==> config.mk <==
export PLATFORM = sky130hd
export DESIGN_NAME = tc_b_tile_loader
export DESIGN_NICKNAME = d
export VERILOG_FILES = /design/src/rtl/tc_b_tile_loader.sv
export SDC_FILE = /design/constraint.sdc
export NUM_CORES = 1
export LEC_CHECK = 0
export ABC_CLOCK_PERIOD_IN_PS = 4900
export CORE_MARGIN = 2
export CORE_UTILIZATION = 40
export CTS_BUF_LIST = sky130_fd_sc_hd__clkbuf_16
export DETAILED_ROUTE_END_ITERATION = 10
export SLEW_MARGIN = 20
export SYNTH_ARGS = -nofsm -noshare
export SYNTH_HDL_FRONTEND = slang
export SYNTH_SLANG_ARGS = --single-unit
==> constraint.sdc <==
create_clock -name clk -period 4.9 [get_ports clk]
set_clock_uncertainty 0.2 [all_clocks]
set_input_delay 0.98 -clock clk [delete_from_list [all_inputs] [get_ports clk]]
set_output_delay 0.98 -clock clk [all_outputs]
set_load 0.005 [all_outputs]
==> src/rtl/tc_b_tile_loader.sv <==
// B-operand tile packer: collects STEP row beats into NUM_TILE-element tiles held in
// a two-bank ping-pong buffer and presents finished tiles row-major downstream.
module tc_b_tile_loader #(
    parameter int NUM_TILE = 16,
    parameter int STEP     = 4,
    parameter int DW_DATA  = 16
) (
    input  logic                        clk,
    input  logic                        reset,
    input  logic                        in_valid,
    output logic                        in_ready,
    input  logic [STEP*DW_DATA-1:0]     in_row,
    input  logic                        in_last,
    output logic                        out_valid,
    input  logic                        out_ready,
    output logic [NUM_TILE*DW_DATA-1:0] out_b,
    output logic [15:0]                 tile_cnt
);
    localparam int ROW_W = (STEP > 1) ? $clog2(STEP) : 1;
    localparam int RW    = STEP * DW_DATA;

    logic [1:0][STEP-1:0][RW-1:0] bank;
    logic                         wr_bank;
    logic                         rd_bank;
    logic [ROW_W-1:0]             row_cnt;
    logic [1:0]                   occ;
    logic                         accept;
    logic                         complete;
    logic                         pop;

    assign in_ready  = (occ != 2'd2);
    assign out_valid = (occ != 2'd0);
    assign out_b     = bank[rd_bank];
    assign accept    = in_valid && in_ready;
    assign complete  = accept && ((row_cnt == ROW_W'(STEP - 1)) || in_last);
    assign pop       = out_valid && out_ready;

    // Row 0 also wipes the rest of its bank so a short tile reads back zero-padded.
    always_ff @(posedge clk) begin
        if (reset) begin
            bank <= '0;
        end else if (accept) begin
            for (int r = 0; r < STEP; r++) begin
                if (ROW_W'(r) == row_cnt)
                    bank[wr_bank][r] <= in_row;
                else if (row_cnt == '0)
                    bank[wr_bank][r] <= '0;
            end
        end
    end

    always_ff @(posedge clk) begin
        if (reset) begin
            wr_bank  <= 1'b0;
            rd_bank  <= 1'b0;
            row_cnt  <= '0;
            occ      <= 2'd0;
            tile_cnt <= 16'd0;
        end else begin
            if (complete) begin
                row_cnt <= '0;
                wr_bank <= ~wr_bank;
            end else if (accept) begin
                row_cnt <= row_cnt + 1'b1;
            end
            if (pop) begin
                rd_bank  <= ~rd_bank;
                tile_cnt <= tile_cnt + 16'd1;
            end
            // Simultaneous complete and pop leaves occupancy unchanged.
            case ({complete, pop})
                2'b10:   occ <= occ + 2'd1;
                2'b01:   occ <= occ - 2'd1;
                default: occ <= occ;
            endcase
        end
    end
endmodule

Word-level counts from Yosys, hierarchy flattened
Index checks and enable logic that the tools add are counted.
- $add $sub $neg: 4
- magnitude comparators: 3
- equal/unequal tests: 7
- mux-type cells: 28
- bitwise operators: 8
- reduce and logical (&&, ||, !) cells: 9
- operator list (cell ; number):
    512-bit 2-to-1 mux ; 13
    512-bit bitwise mux ; 4
    512-bit AND ; 3
    512-bit NOT ; 3
    256-bit demux with 1-bit select ; 4
    256-bit 2-to-1 mux ; 3
    192-bit 2-to-1 mux ; 1
    128-bit 2-to-1 mux ; 1
    64-bit 2-to-1 mux ; 1
    16-bit by 1-bit adder with 16-bit output (second input constant) ; 1
    2-bit by 1-bit adder with 2-bit output (second input constant) ; 2
    2-bit equality test (first input constant) ; 2
    2-bit equality test (second input constant) ; 2
    1-bit logical AND ; 4
    1-bit by 2-bit less-than comparator with 1-bit output (second input constant) ; 2
    2-bit one-hot mux with 2 select lines ; 1
    2-bit nonzero test ; 2
    1-bit by 2-bit equality test with 1-bit output (first input constant) ; 1
    2-bit by 1-bit equality test with 1-bit output (second input constant) ; 1
    2-bit logical NOT ; 1
    2-bit != test (second input constant) ; 1
    1-bit NOT ; 2
    2-bit OR reduction ; 1
    2-bit by 1-bit subtractor with 2-bit output (second input constant) ; 1
    2 further kinds ; 2
- flip-flop bits (word level): 534
- input port bits: 69
- output and inout bits: 274

Depth between registers and ports, before layout
- depth in word-level cells: 21
- mapped depth: 11
- gate-level depth less buffers: 8

Worst setup path before layout
No wires, ideal clock.
- path type: input -> register
- start: input in_valid
- end: register occ[1]
- arrival: 2.485 ns
- data required time: 4.630 ns
- slack: 2.145 ns
- stages on the path: 7
- cells stage by stage: buf_2 > nand2_1 > nor2_1 > inv_1 > ha_1 > or3_1 > a21oi_1
- longest elaborated chain between the ends: 4
- elaborated cells between the ends (all ways): 6
- classes of those cells: eq/ne: 2; mux: 1; reduce/logical: 3
- ends and longest elaborated chain (item ; RTL line ; source):
    from (decl) ; 10 ; input logic in_valid,
    1-bit logical AND * ; 34 ; assign accept = in_valid && in_ready;
    1-bit logical AND * ; 35 ; assign complete = accept && ((row_cnt == ROW_W'(STEP - 1)) || in_last);
    2-bit by 1-bit equality test with 1-bit output or 2-bit equality test (tied branches) ; 71 ; case ({complete, pop})
    2-bit one-hot mux with 2 select lines or 2-bit nonzero test (tied branches) ; - ;
    to (signal assigned) ; 72 ; 2'b10: occ <= occ + 2'd1;
    to (signal assigned) ; 73 ; 2'b01: occ <= occ - 2'd1;
    to (decl) ; 26 ; logic [1:0] occ;
Mark *: on every way between the ends. The rest lies on a longest branch, timed or not.
A chain may end at the register's enable or synchronous reset.

Worst setup path in the final report
- start: register rd_bank
- end: output out_b[106]
- longest elaborated chain between the ends: 2
- ends and longest elaborated chain (item ; RTL line ; source):
    from (decl) ; 24 ; logic rd_bank;
    from (signal assigned) ; 67 ; rd_bank <= ~rd_bank;
    256-bit 2-to-1 mux (implied by the code) (2 in series) ; 33 ; assign out_b = bank[rd_bank];
    to (decl) ; 16 ; output logic [NUM_TILE*DW_DATA-1:0] out_b,
Every way passes these cells. The select of a mux whose other input is x is not followed.

==> reports/metrics.cfg <==
[status]
status=complete, no violations

[global_route]
grt_use_met1_pct=31.7
grt_pass1_vias=17343
grt_pass1_wl_um=104000
antenna_found_initial=1
grt_max_degree=161
busiest_layer=met2
gr-usage-met3_pct=3.56
grt_use_met2_pct=39.6
grt-ovfl-total=0
track_usage_pct=23.7

[power_and_ir_drop]
p_per_area_nw_per_um2=403
power.share.clock_pct=36.7
pwr-share-comb_pct=20.0
sw_frac_of_total_pct=28.8
power.internal_mw=7.73
power_frac_seq_pct=43.4
ir_drop_mv=0.271
switching_power_mw=3.12
power_leakage_nw=9.73

[finish]
layout.cells.non_filler=3220
final_common_cell=dfxtp_1
post-route-util_pct=50.9
drive_gt1_share_pct=15.5
final_cell_mix=dfxtp_1 (533), nor2_1 (401), a22oi_1 (384), clkdlybuf4s50_1 (341), nand2_1 (261)
area_growth_pct=25.1
nets=2566

[floorplan]
dieHeight_um=236
die_x_um=236
dieArea_um2=55600
ioPinCount=343
start_util_pct=40.7
num_rows=84
coreArea_um2=52900

[cts]
clk_pin_slew_ns=0.06
post_cts_buffers=0
cts_resized=0
cts_hold_buf=0
cts_buffers=55
clk_path_buf_depth=3
cts_root_buffer=clkbuf_16
clkLatencyLatePin_ns=0.60
clock-sinks=534
htree_levels=2
cts_tree=done

[route]
dr.pass1.iters=5
vias=17987
wl_per_cell_um=21.2
via_per_inst=5.59
ant_nets=0
drt_iter0_markers=1296
route.detailed.drc=0
drt_wl_total_um=68200

[timing]
timing.hold.ws_ns=0.251
hold_viol=0
timing.fmax_mhz=248
final-setup-viol-count=0
finalWorstSetupSlack_ns=0.866
fin_crit_ns=4.03
max-slew-margin-rel_pct=27.0
timing.setup.tns_ns=0
drv_slew=0
period_share_pct=82.3
worst_pin_slew_ns=1.09
rsz0062_at_grt=no

[synth]
syn_nets=2385
synth_edf_count=0
async_flop_share_pct=0
synthCells=2310
ys_warn_count=0
syn_area_um2=21500
ys.flop_type=dfxtp_1
synth-seq-cells=534
ys_types=39
ys_seq_area_share_pct=49.7
syn_area_per_cell_um2=9.30

[setup_path]
path_class=reg -> out
cp_max_fo=50
cp-end-kind=output pin
startpoint=rd_bank
crit_arrival_ns=2.85
r2r-start=occ[0]
cp.required_ns=3.72
ff2ff_path_depth=5
worstSetupStartpointType=register

[place]
io_buffers=342
dp.final_hpwl_um=43100
place_ws_ns=1.30
numPlacedInstances=3122
globalplace.congestion=0.787

[min_path]
hold_class=reg -> reg
min_path_cells=2
hp-start=bank[19]

[flow_run]
maxCapViolCount=0

final timing paths:
kind / end / slack [ns]
max: out_b[106] / 0.87
min: bank[19] / 0.25
max reg2reg: bank[486] / 1.53
min reg2reg: bank[19] / 0.25
metrics by stage:
stage	instance area [um^2]	power [mW]
floorplan	21500	6.03
finish	26900	10.8
detailed placement	25200	6.97
global route	26900	11.3
CTS	26900	10.9
global placement	25100	6.92
power groups by stage:
stage / sequential [mW] / clock (mW) / combinational (mW)
2_1_floorplan: 4.68 / 0 / 1.35
3_3_place_gp: 4.79 / 0 / 2.14
3_5_place_dp: 4.80 / 0 / 2.17
4_1_cts: 4.71 / 4.05 / 2.18
5_1_grt: 4.73 / 4.23 / 2.31
6_report: 4.70 / 3.98 / 2.17
cell type report:
type	instances	area [um^2]
clock buffers	57	1430
flip-flops and latches	534	10700
fillers	4783	26000
multi-input cells	1507	9660
diodes	1	2.50
repair buffers	386	3950
clock inverters	40	265
inverters	7	26.3
well taps	688	861
logic make-up after synthesis:
group	after synthesis	share of synthesized area (%)
AOI/OAI and AO/OA	531	17.5
xor gates and xnor gates	16	0.652
adders and majority gates	6	0.349
buffers and inverters	269	5.43
DFF	534	49.7
muxes	258	13.5
and+or+nand+nor	696	12.8
Yosys cell counts, drive strengths merged, types with 2 or more instances:
cell type / number / share of area, %
nor2: 401 / 7.0
xor2: 8 / 0.33
nand2: 261 / 4.6
buf: 116 / 2.8
inv: 7 / 0.12
mux2i: 2 / 0.093
a22oi: 384 / 13
dfxtp: 534 / 50
and4: 9 / 0.37
ha: 6 / 0.35
or3: 5 / 0.17
a21oi: 133 / 3.1
clkbuf: 146 / 2.6
mux2: 256 / 13
nor4: 3 / 0.087
o2111ai: 7 / 0.77
nand4: 6 / 0.30
nor3: 3 / 0.070
nand3: 3 / 0.070
o21ai: 4 / 0.093
xnor2: 8 / 0.33
flip-flops by register name, indices dropped and copies added (netlist names):
name      flops
row_cnt       2
wr_bank       1
bank        512
tile_cnt     16
rd_bank       1
occ           2
metal layers:
layer | routed length (um) | vias up
met5 | 0 | -
met4 | 1540 | 0
met3 | 3980 | 90
met2 | 32500 | 574
met1 | 30100 | 8929
li1 | - | 8394
worst max-delay path, stage by stage, from the launching register on:
cell and delay [ns]:
dfxtp_4 0.92, buf_4 0.40, mux2_2 0.36, clkdlybuf4s50_1 0.50
No activity file was read; power rests on OpenSTA's default activity.
